`src/rtl/hack_boot_pkg.sv`:
```
// Shared types and constants for the hack_cpu serial program loader.
package hack_boot_pkg;

  typedef enum logic [2:0] {
    S_LEN_HI,
    S_LEN_LO,
    S_DATA_HI,
    S_DATA_LO,
    S_SUM,
    S_RUN,
    S_ERR
  } boot_state_t;

  localparam logic [1:0] ERR_NONE    = 2'b00;
  localparam logic [1:0] ERR_SUM     = 2'b01;
  localparam logic [1:0] ERR_TIMEOUT = 2'b10;
  localparam logic [1:0] ERR_LEN     = 2'b11;

  localparam logic [7:0] FRAME_SUM_OK = 8'h00;

  // States that consume frame bytes.
  function automatic logic is_receive(input boot_state_t s);
    return s inside {S_LEN_HI, S_LEN_LO, S_DATA_HI, S_DATA_LO, S_SUM};
  endfunction

  // Inside a frame the sender must not go silent; LEN_HI waits indefinitely.
  function automatic logic timeout_armed(input boot_state_t s);
    return s inside {S_LEN_LO, S_DATA_HI, S_DATA_LO, S_SUM};
  endfunction

endpackage

```
`src/rtl/hack_boot_loader.sv`:
```
// Serial program loader: parses LEN/words/SUM frames from the UART, writes the
// instruction ROM, and holds hack_cpu in reset until a frame verifies.
module hack_boot_loader
  import hack_boot_pkg::*;
#(
  parameter int ROM_DEPTH   = 32768,
  parameter int TIMEOUT_CYC = 1000000,
  localparam int ADDR_W     = $clog2(ROM_DEPTH)
) (
  input  logic              clk,
  input  logic              reset,
  input  logic [7:0]        rx_data,
  input  logic              rx_valid,
  input  logic              load_req,
  output logic              rom_we,
  output logic [ADDR_W-1:0] rom_addr,
  output logic [15:0]       rom_wdata,
  output logic              cpu_reset,
  output logic              loading,
  output logic              running,
  output logic [1:0]        err_code
);

  localparam int IDLE_W = $clog2(TIMEOUT_CYC + 1);
  localparam logic [16:0]       MAX_LEN   = 17'(ROM_DEPTH);
  localparam logic [IDLE_W-1:0] IDLE_LAST = IDLE_W'(TIMEOUT_CYC - 1);
  localparam logic [IDLE_W-1:0] IDLE_MAX  = IDLE_W'(TIMEOUT_CYC);

  boot_state_t       state;
  logic [7:0]        len_hi;
  logic [7:0]        data_hi;
  logic [7:0]        sum;
  logic [15:0]       len;
  logic [15:0]       word_cnt;
  logic [IDLE_W-1:0] idle_cnt;

  logic [7:0]  sum_next;
  logic [15:0] len_rx;
  logic        len_too_big;

  assign sum_next    = sum + rx_data;
  assign len_rx      = {len_hi, rx_data};
  assign len_too_big = {1'b0, len_rx} > MAX_LEN;

  // NOTE: every register here is state, so it uses <= only; a blocking
  // assignment would let later statements in this block see the new value
  // within the same edge and silently change the frame timing.
  always_ff @(posedge clk) begin
    if (reset) begin
      state     <= S_LEN_HI;
      len_hi    <= '0;
      data_hi   <= '0;
      sum       <= '0;
      len       <= '0;
      word_cnt  <= '0;
      idle_cnt  <= '0;
      rom_we    <= 1'b0;
      rom_addr  <= '0;
      rom_wdata <= '0;
      cpu_reset <= 1'b1;
      loading   <= 1'b1;
      running   <= 1'b0;
      err_code  <= ERR_NONE;
    end else begin
      rom_we    <= 1'b0;
      cpu_reset <= 1'b1;

      // load_req outranks everything, including a byte arriving this cycle.
      if (load_req) begin
        state    <= S_LEN_HI;
        sum      <= '0;
        word_cnt <= '0;
        idle_cnt <= '0;
        err_code <= ERR_NONE;
        loading  <= 1'b1;
        running  <= 1'b0;
      end else if (state == S_RUN) begin
        // Released one cycle after entering S_RUN so the CPU restarts at PC 0.
        cpu_reset <= 1'b0;
      end else if (is_receive(state)) begin
        if (rx_valid) begin
          idle_cnt <= '0;
          sum      <= sum_next;
          case (state)
            S_LEN_HI: begin
              len_hi <= rx_data;
              state  <= S_LEN_LO;
            end
            S_LEN_LO: begin
              len <= len_rx;
              if (len_too_big) begin
                state    <= S_ERR;
                err_code <= ERR_LEN;
                loading  <= 1'b0;
              end else if (len_rx == 16'd0) begin
                state <= S_SUM;
              end else begin
                state <= S_DATA_HI;
              end
            end
            S_DATA_HI: begin
              data_hi <= rx_data;
              state   <= S_DATA_LO;
            end
            S_DATA_LO: begin
              rom_we    <= 1'b1;
              rom_addr  <= word_cnt[ADDR_W-1:0];
              rom_wdata <= {data_hi, rx_data};
              word_cnt  <= word_cnt + 16'd1;
              state     <= (word_cnt == len - 16'd1) ? S_SUM : S_DATA_HI;
            end
            S_SUM: begin
              loading <= 1'b0;
              if (sum_next == FRAME_SUM_OK) begin
                state   <= S_RUN;
                running <= 1'b1;
              end else begin
                state    <= S_ERR;
                err_code <= ERR_SUM;
              end
            end
            default: state <= S_LEN_HI;
          endcase
        end else if (timeout_armed(state)) begin
          // Saturate at the limit so a stalled sender can never wrap back to "fresh".
          if (idle_cnt >= IDLE_LAST) begin
            idle_cnt <= IDLE_MAX;
            state    <= S_ERR;
            err_code <= ERR_TIMEOUT;
            loading  <= 1'b0;
          end else begin
            idle_cnt <= idle_cnt + 1'b1;
          end
        end
      end
    end
  end

endmodule

```
`config.mk`:
```
export PLATFORM = sky130hd
export DESIGN_NAME = hack_boot_loader
export DESIGN_NICKNAME = d
export VERILOG_FILES = /design/src/rtl/hack_boot_pkg.sv /design/src/rtl/hack_boot_loader.sv
export SDC_FILE = /design/constraint.sdc
export NUM_CORES = 1
export LEC_CHECK = 0
export CAP_MARGIN = 10
export CORE_MARGIN = 4
export CORE_UTILIZATION = 45
export DETAILED_ROUTE_END_ITERATION = 12
export HOLD_SLACK_MARGIN = 0.06
export PLACE_DENSITY = 0.67
export REMOVE_ABC_BUFFERS = 1
export SLEW_MARGIN = 30
export SYNTH_ARGS = -nofsm -noshare
export SYNTH_HDL_FRONTEND = slang
export SYNTH_SLANG_ARGS = --single-unit
```
`constraint.sdc`:
```
create_clock -name clk -period 2.4 [get_ports clk]
set_input_delay 0.24 -clock clk [delete_from_list [all_inputs] [get_ports clk]]
set_output_delay 0.24 -clock clk [all_outputs]
set_load 0.01 [all_outputs]
```
==> flow_summary.ini, run 1 <==
[placement]
place_area_mm2 = 0.00670
dp_hpwl_mm = 10.4
gp_congestion = 0.884
port-buffer-count = 48

[run]
drv_cap = 0

[global_route]
first_global_vias = 5157
grt_pass1_wl_mm = 24.7
grt-ovfl-total = 0
track_usage = 0.215
grt_max_degree = 52
antenna_found_initial = 0

[pwr]
leakage_uw = 0.00277
power_frac_seq = 0.405
p_clk_frac = 0.519
swShare = 0.226
p_switching_uw = 1100
combPwrFrac = 0.076
power_density_mw_per_mm2 = 653
ir_drop_v = 0.000438
internal_power_uw = 3760

[synth]
synth_compound_area_frac = 0.155
synth_top_area_cell = dfxtp_1
synth_most_common_cell = nand2_1
synthTopCellsByCount = 144 x nand2_1, 116 x dfxtp_1, 80 x a21oi_1
synth_seq_cells = 116
synth_top_family_by_area = simple AND/OR/NAND/NOR gates
synth.avg_cell_area_um2 = 7.94
synthAdderAreaFrac = 0.0261
synth_area_leaders = dfxtp_1 42%, nand2_1 9.7%, a21oi_1 7.2%, nor2_1 4.6%, xor2_1 4.3%
yosysWarnings = 0
synth_xor_area_frac = 0.0869
synthCells = 700
synth_ff_type = dfxtp_1
synth_top_area_frac = 0.418
synthSimpleGateAreaFrac = 0.261
async_flop_share = 0
synth_seq_area_share = 0.418
synth-edff-count = 0
muxShareOfSynthArea = 0.0180
synth_area_mm2 = 0.00556
yosysUniqueCellTypes = 57

[critical_path]
crit_family = simple AND/OR/NAND/NOR gates
crit_chain = buf_4 > or4_4 > nor2_2 > buf_4 > xnor2_4 > a2111o_1 > or4_4 > or3_1 > a21oi_1
worst-r2r-setup-slack_ns = -0.26
reg2reg_from = len[2]
crit_buf_inv = 2
worst_setup_path_start_kind = flip-flop
cp_slowest_cell = or4_4
cp_data_arrival_time_ns = 3.00
path_class = flip-flop to flip-flop
rr_worst_depth = 9
required_ns = 2.75
max_stage_delay_ns = 0.48
end_kind = flip-flop
timing.rr.end = state[2]
cp_max_fo = 8

[outcome]
outcome = complete, but fails checks
violations = setup timing

[detailed_routing]
vias = 5291
met1_length_mm = 6.37
drtIter0Drc = 367
ant_nets = 0
wl_met2_mm = 7.32
drc = 0
wl_per_cell_um = 14.7
top_layer_used = met4
routed-wl-met3_um = 537
firstDrtPassIters = 5
drt-total-wl_mm = 14.5
avgViaCountPerCell = 5.33

[sta]
worst_slack_ns = -0.258
period_share = 1.11
slew_violations = 0
whs_ns = 0.208
setup_viol = 6
finalHoldViolations = 0
post-route-min-period_ns = 2.66
fmax_mhz = 376
clock-skew-final_ns = 0.00386
maxSlewHeadroom = 0.657
tns_ns = -0.779
rsz0062_at_grt = yes
tightest_slew_ns = 0.514

[final_layout]
drive_gt1_frac = 0.178
nFillCells = 1064
nNetsFinal = 835
diodes = 0
final_cell_area_mm2 = 0.00743
multi_input_area_mm2 = 0.00316
area_growth_syn_to_layout_pct = 33.6
ff_latch_area_mm2 = 0.00232

[clock_tree]
cts_buffer_depth = 2
htree_levels = 4
cts.clk_slew.worst_paths_ns = 0.05
cts_hold_buf = 0
cts_buffers = 17
clock-sinks = 116
clkLatencyLatePin_ns = 0.41
cts_tree = yes
clock-root-buffer = clkbuf_16

[min_path]
hold_depth = 2
min-delay-path-class = input port to flip-flop
min-delay-start = reset
min_to = rom_addr[11]

[floorplan]
io-pin-count = 49
dieArea_mm2 = 0.0142
design.core.area_mm2 = 0.0121
fp.dieH_um = 119
rows = 40
start_util = 0.461
die_w_um = 119
## worst max-delay path by stage
stage               startpoint       end  slack, ns  cells after the start
CTS                     len[2]  state[2]      -0.26                      9
floorplan               len[2]  state[1]      -0.47                      7
detailed placement  rx_data[0]  state[1]      -0.90                     11
finish                  len[2]  state[2]      -0.26                      9
global placement    rx_data[0]  state[1]      -0.83                     11
global route            len[2]  state[2]      -0.37                      7
## flip-flops by register name, indices dropped and copies added, names as in the netlist, 3 cells and up
register / flops
len_hi: 8
state: 3
rom_addr: 15
rom_wdata: 16
sum: 8
word_cnt: 16
len: 16
idle_cnt: 20
data_hi: 8
## metrics by stage
step / power (uW) / cells / worst slack, ns / utilization
final: 4850 / 993 / -0.258 / 0.616
after global routing: 5050 / 993 / -0.371 / 0.616
after CTS: 4890 / 992 / -0.264 / 0.613
after detailed placement: 2350 / 959 / -0.900 / 0.556
after global placement: 2340 / 959 / -0.832 / 0.556
after floorplan: 2180 / 662 / -0.471 / -
## power by group through the flow
stage / logic [uW] / registers (uW) / clock network, uW
5_1_grt: 406 / 1970 / 2670
6_report: 368 / 1970 / 2520
3_3_place_gp: 336 / 2000 / 0
2_1_floorplan: 180 / 2000 / 0
3_5_place_dp: 343 / 2010 / 0
4_1_cts: 359 / 1970 / 2560
## cell families after synthesis
group / count (synthesis)
and+or+nand+nor: 317
AOI/OAI and AO/OA: 145
DFF: 116
xor gates and xnor gates: 53
buffers and inverters: 48
adders and majority gates: 11
muxes: 10
## layer usage
metal	up-vias	track usage
met5	-	0
met4	0	0.0840
met3	30	0.0541
met2	127	0.371
met1	2484	0.256
li1	2650	-
## repair_timing
action | 4_1_cts | 5_1_grt
setup buffers | 1 | 1
endpoints found under the setup margin | 6 | 6
gates resized for setup | 21 | 9
pin swaps | 8 | 9
## cells in the final DEF (no fill, tap or decap), types with 3 or more instances in the layout
cell               n
xnor2_1           25
nor4_1             6
clkbuf_8           5
clkdlybuf4s50_1   46
nand4_1           13
a211oi_1           3
o31ai_1            4
dfxtp_1          114
a31oi_1            4
mux2i_1           10
xor2_1            27
nor2b_1            3
a21oi_1           77
nor3_2             3
a22oi_1            5
nor2_1            66
clkbuf_16         17
buf_4             82
and3_1             3
nand3b_1           3
clkinv_2           5
nor3_1            13
or4_4              3
nand3_1           28
o21ai_0           19
or3_1              8
ha_1               8
nand2b_1           4
o21ai_1            6
inv_1              9
nand2_1          144
## final cells by class
cell class	instances	area share
sequential	116	0.313
clock buffer	23	0.0670
inverter	10	0.00505
clock inverter	9	0.0135
multi-input combinational	536	0.425
tap	168	0.0283
timing repair buffer	131	0.148
(Power assumes the default switching activity.)
==> inputs of run 2 (changes only) <==
--- a/config.mk
+++ b/config.mk
@@ -6,12 +6,13 @@
 export NUM_CORES = 1
 export LEC_CHECK = 0
 export CAP_MARGIN = 10
+export CELL_PAD_IN_SITES_DETAIL_PLACEMENT = 0
+export CELL_PAD_IN_SITES_GLOBAL_PLACEMENT = 2
 export CORE_MARGIN = 4
-export CORE_UTILIZATION = 45
+export CORE_UTILIZATION = 31
 export DETAILED_ROUTE_END_ITERATION = 12
 export HOLD_SLACK_MARGIN = 0.06
-export PLACE_DENSITY = 0.67
-export REMOVE_ABC_BUFFERS = 1
+export PLACE_DENSITY_LB_ADDON = 0.1
 export SLEW_MARGIN = 30
 export SYNTH_ARGS = -nofsm -noshare
 export SYNTH_HDL_FRONTEND = slang
==> flow_summary.ini, run 2 (synthesis gave the netlist of run 1 again) <==
[placement]
dp_hpwl_mm = 11.7
port-buffer-count = 48
dpl_worst_slack_ns = -0.689
gp_congestion = 0.839
place_area_mm2 = 0.00686

[clock_tree]
cts_buffer_depth = 2
clkLatencyLatePin_ns = 0.41
cts_tree = yes
cts.clk_slew.worst_paths_ns = 0.05
clock-root-buffer = clkbuf_16
clock-sinks = 116
cts_hold_buf = 0
cts_buffers = 17
htree_levels = 4

[sta]
fmax_mhz = 386
tightest_slew_ns = 0.682
period_share = 1.08
slew_violations = 0
maxSlewHeadroom = 0.545
rsz0062_at_grt = yes
finalHoldViolations = 0
worst_slack_ns = -0.190
post-route-min-period_ns = 2.59
clock-skew-final_ns = 0.0129
setup_viol = 4
whs_ns = 0.277

[critical_path]
worst_setup_path_start_kind = flip-flop
rr_worst_depth = 7
crit_family = simple AND/OR/NAND/NOR gates
cp_slowest_cell = or4_1
required_ns = 2.74
cp_max_fo = 2
end_kind = flip-flop
crit_buf_inv = 0
crit_chain = nor4_4 > nand2_2 > or4_1 > a2111o_1 > or4_4 > or3_1 > a21oi_1
timing.rr.end = state[2]
cp_data_arrival_time_ns = 2.93
max_stage_delay_ns = 0.51
reg2reg_from = len[5]
worst-r2r-setup-slack_ns = -0.19
path_class = flip-flop to flip-flop

[pwr]
power_density_mw_per_mm2 = 684
leakage_uw = 0.00283
ir_drop_v = 0.000510

[global_route]
track_usage = 0.164
antenna_found_initial = 0
grt-ovfl-total = 0
first_global_vias = 5256
grt_pass1_wl_mm = 26.6
grt_max_degree = 65

[final_layout]
final_common_cell = nand2_1
diodes = 0
final_cell_area_mm2 = 0.00765
drive_gt1_frac = 0.186
finish.utilization = 0.439
nNetsFinal = 838
largest-register = idle_cnt
final_cell_mix = 144 x nand2_1, 110 x dfxtp_1, 84 x buf_4
largest_register_ffs = 20
area_growth_syn_to_layout_pct = 37.5

[floorplan]
fp.dieH_um = 142
rows = 48
io-pin-count = 49
design.core.area_mm2 = 0.0174
start_util = 0.319
dieArea_mm2 = 0.0201
die_w_um = 142

[detailed_routing]
vias = 5204
avgViaCountPerCell = 4.94
ant_nets = 0
drt-total-wl_mm = 15.9
firstDrtPassIters = 4
wl_per_cell_um = 15.1
drc = 0
drtIter0Drc = 228

[synth]
syn_nets = 723

[min_path]
hold_depth = 4
min-delay-start = reset
min-delay-path-class = input port to flip-flop
min_to = loading

[run]
drv_cap = 0

[outcome]
violations = setup timing
outcome = complete, but fails checks
## run 2: cell types whose count changed in the layout (fill, tap and decap cells not counted), sizes merged
cell,before,now
clkinv,5,3
clkdlybuf4s50,46,45
bufinv,2,6
buf,84,87
dlygate4sd2,1,2
clkinvlp,2,0
## run 2: report_power, final
group          leakage [uW]  internal (uW)  switching (uW)  total [uW]
sequential         0.000939           1950            18.3        1970
combinational       0.00157            167             218         384
clock              0.000325           2000             882        2880
## run 2: final cells by class
| type | instances | area [um2] |
|---|---|---|
| fill | 1764 | 9770 |
| multi-input combinational | 536 | 3200 |
| sequential | 116 | 2330 |
| timing repair buffer | 134 | 1130 |
| clock buffer | 23 | 468 |
| tap | 225 | 282 |
| clock inverter | 9 | 199 |
| inverter | 10 | 37.5 |
## run 2: what timing repair did
| item | 4_1_cts | 5_1_grt |
|---|---|---|
| resized for setup | 19 | 9 |
| pin swaps | 8 | 4 |
| setup buffers | 1 | 2 |
| endpoints found under the setup margin | 6 | 6 |
| gates cloned | 0 | 0 |
## run 2: worst reg2reg max path, cell delays in order (launching register included)
cell and delay (ns):
dfxtp_2 0.33, nor4_4 0.29, nand2_2 0.08, or4_1 0.51, a2111o_1 0.37, or4_4 0.48, or3_1 0.33, a21oi_1 0.14
## run 2: worst max-delay path by stage
stage / start / depth (start not counted) / endpoint / slack, ns
after CTS: len[10] / 7 / state[2] / -0.22
after global placement: rx_data[0] / 11 / state[1] / -0.64
after floorplan: len[5] / 7 / state[2] / -0.10
final: len[5] / 7 / state[2] / -0.19
after detailed placement: rx_data[0] / 11 / state[1] / -0.69
after global routing: len[10] / 7 / state[2] / -0.29
## run 2: per-layer routing
layer  vias up  global-route usage  wire [um]
li1       2649                   -          -
met1      2428               0.218       7700
met2       108               0.264       7340
met3        19              0.0374        629
met4         0              0.0571        276
met5         -                   0          0
## run 2: per-stage QoR
stage	instances	TNS, ns	total power [uW]
after CTS	1051	-0.592	5290
final	1053	-0.320	5230
after detailed placement	1018	-3.43	2370
after global placement	1018	-3.17	2370
after floorplan	700	-0.201	2220
after global routing	1053	-0.856	5450
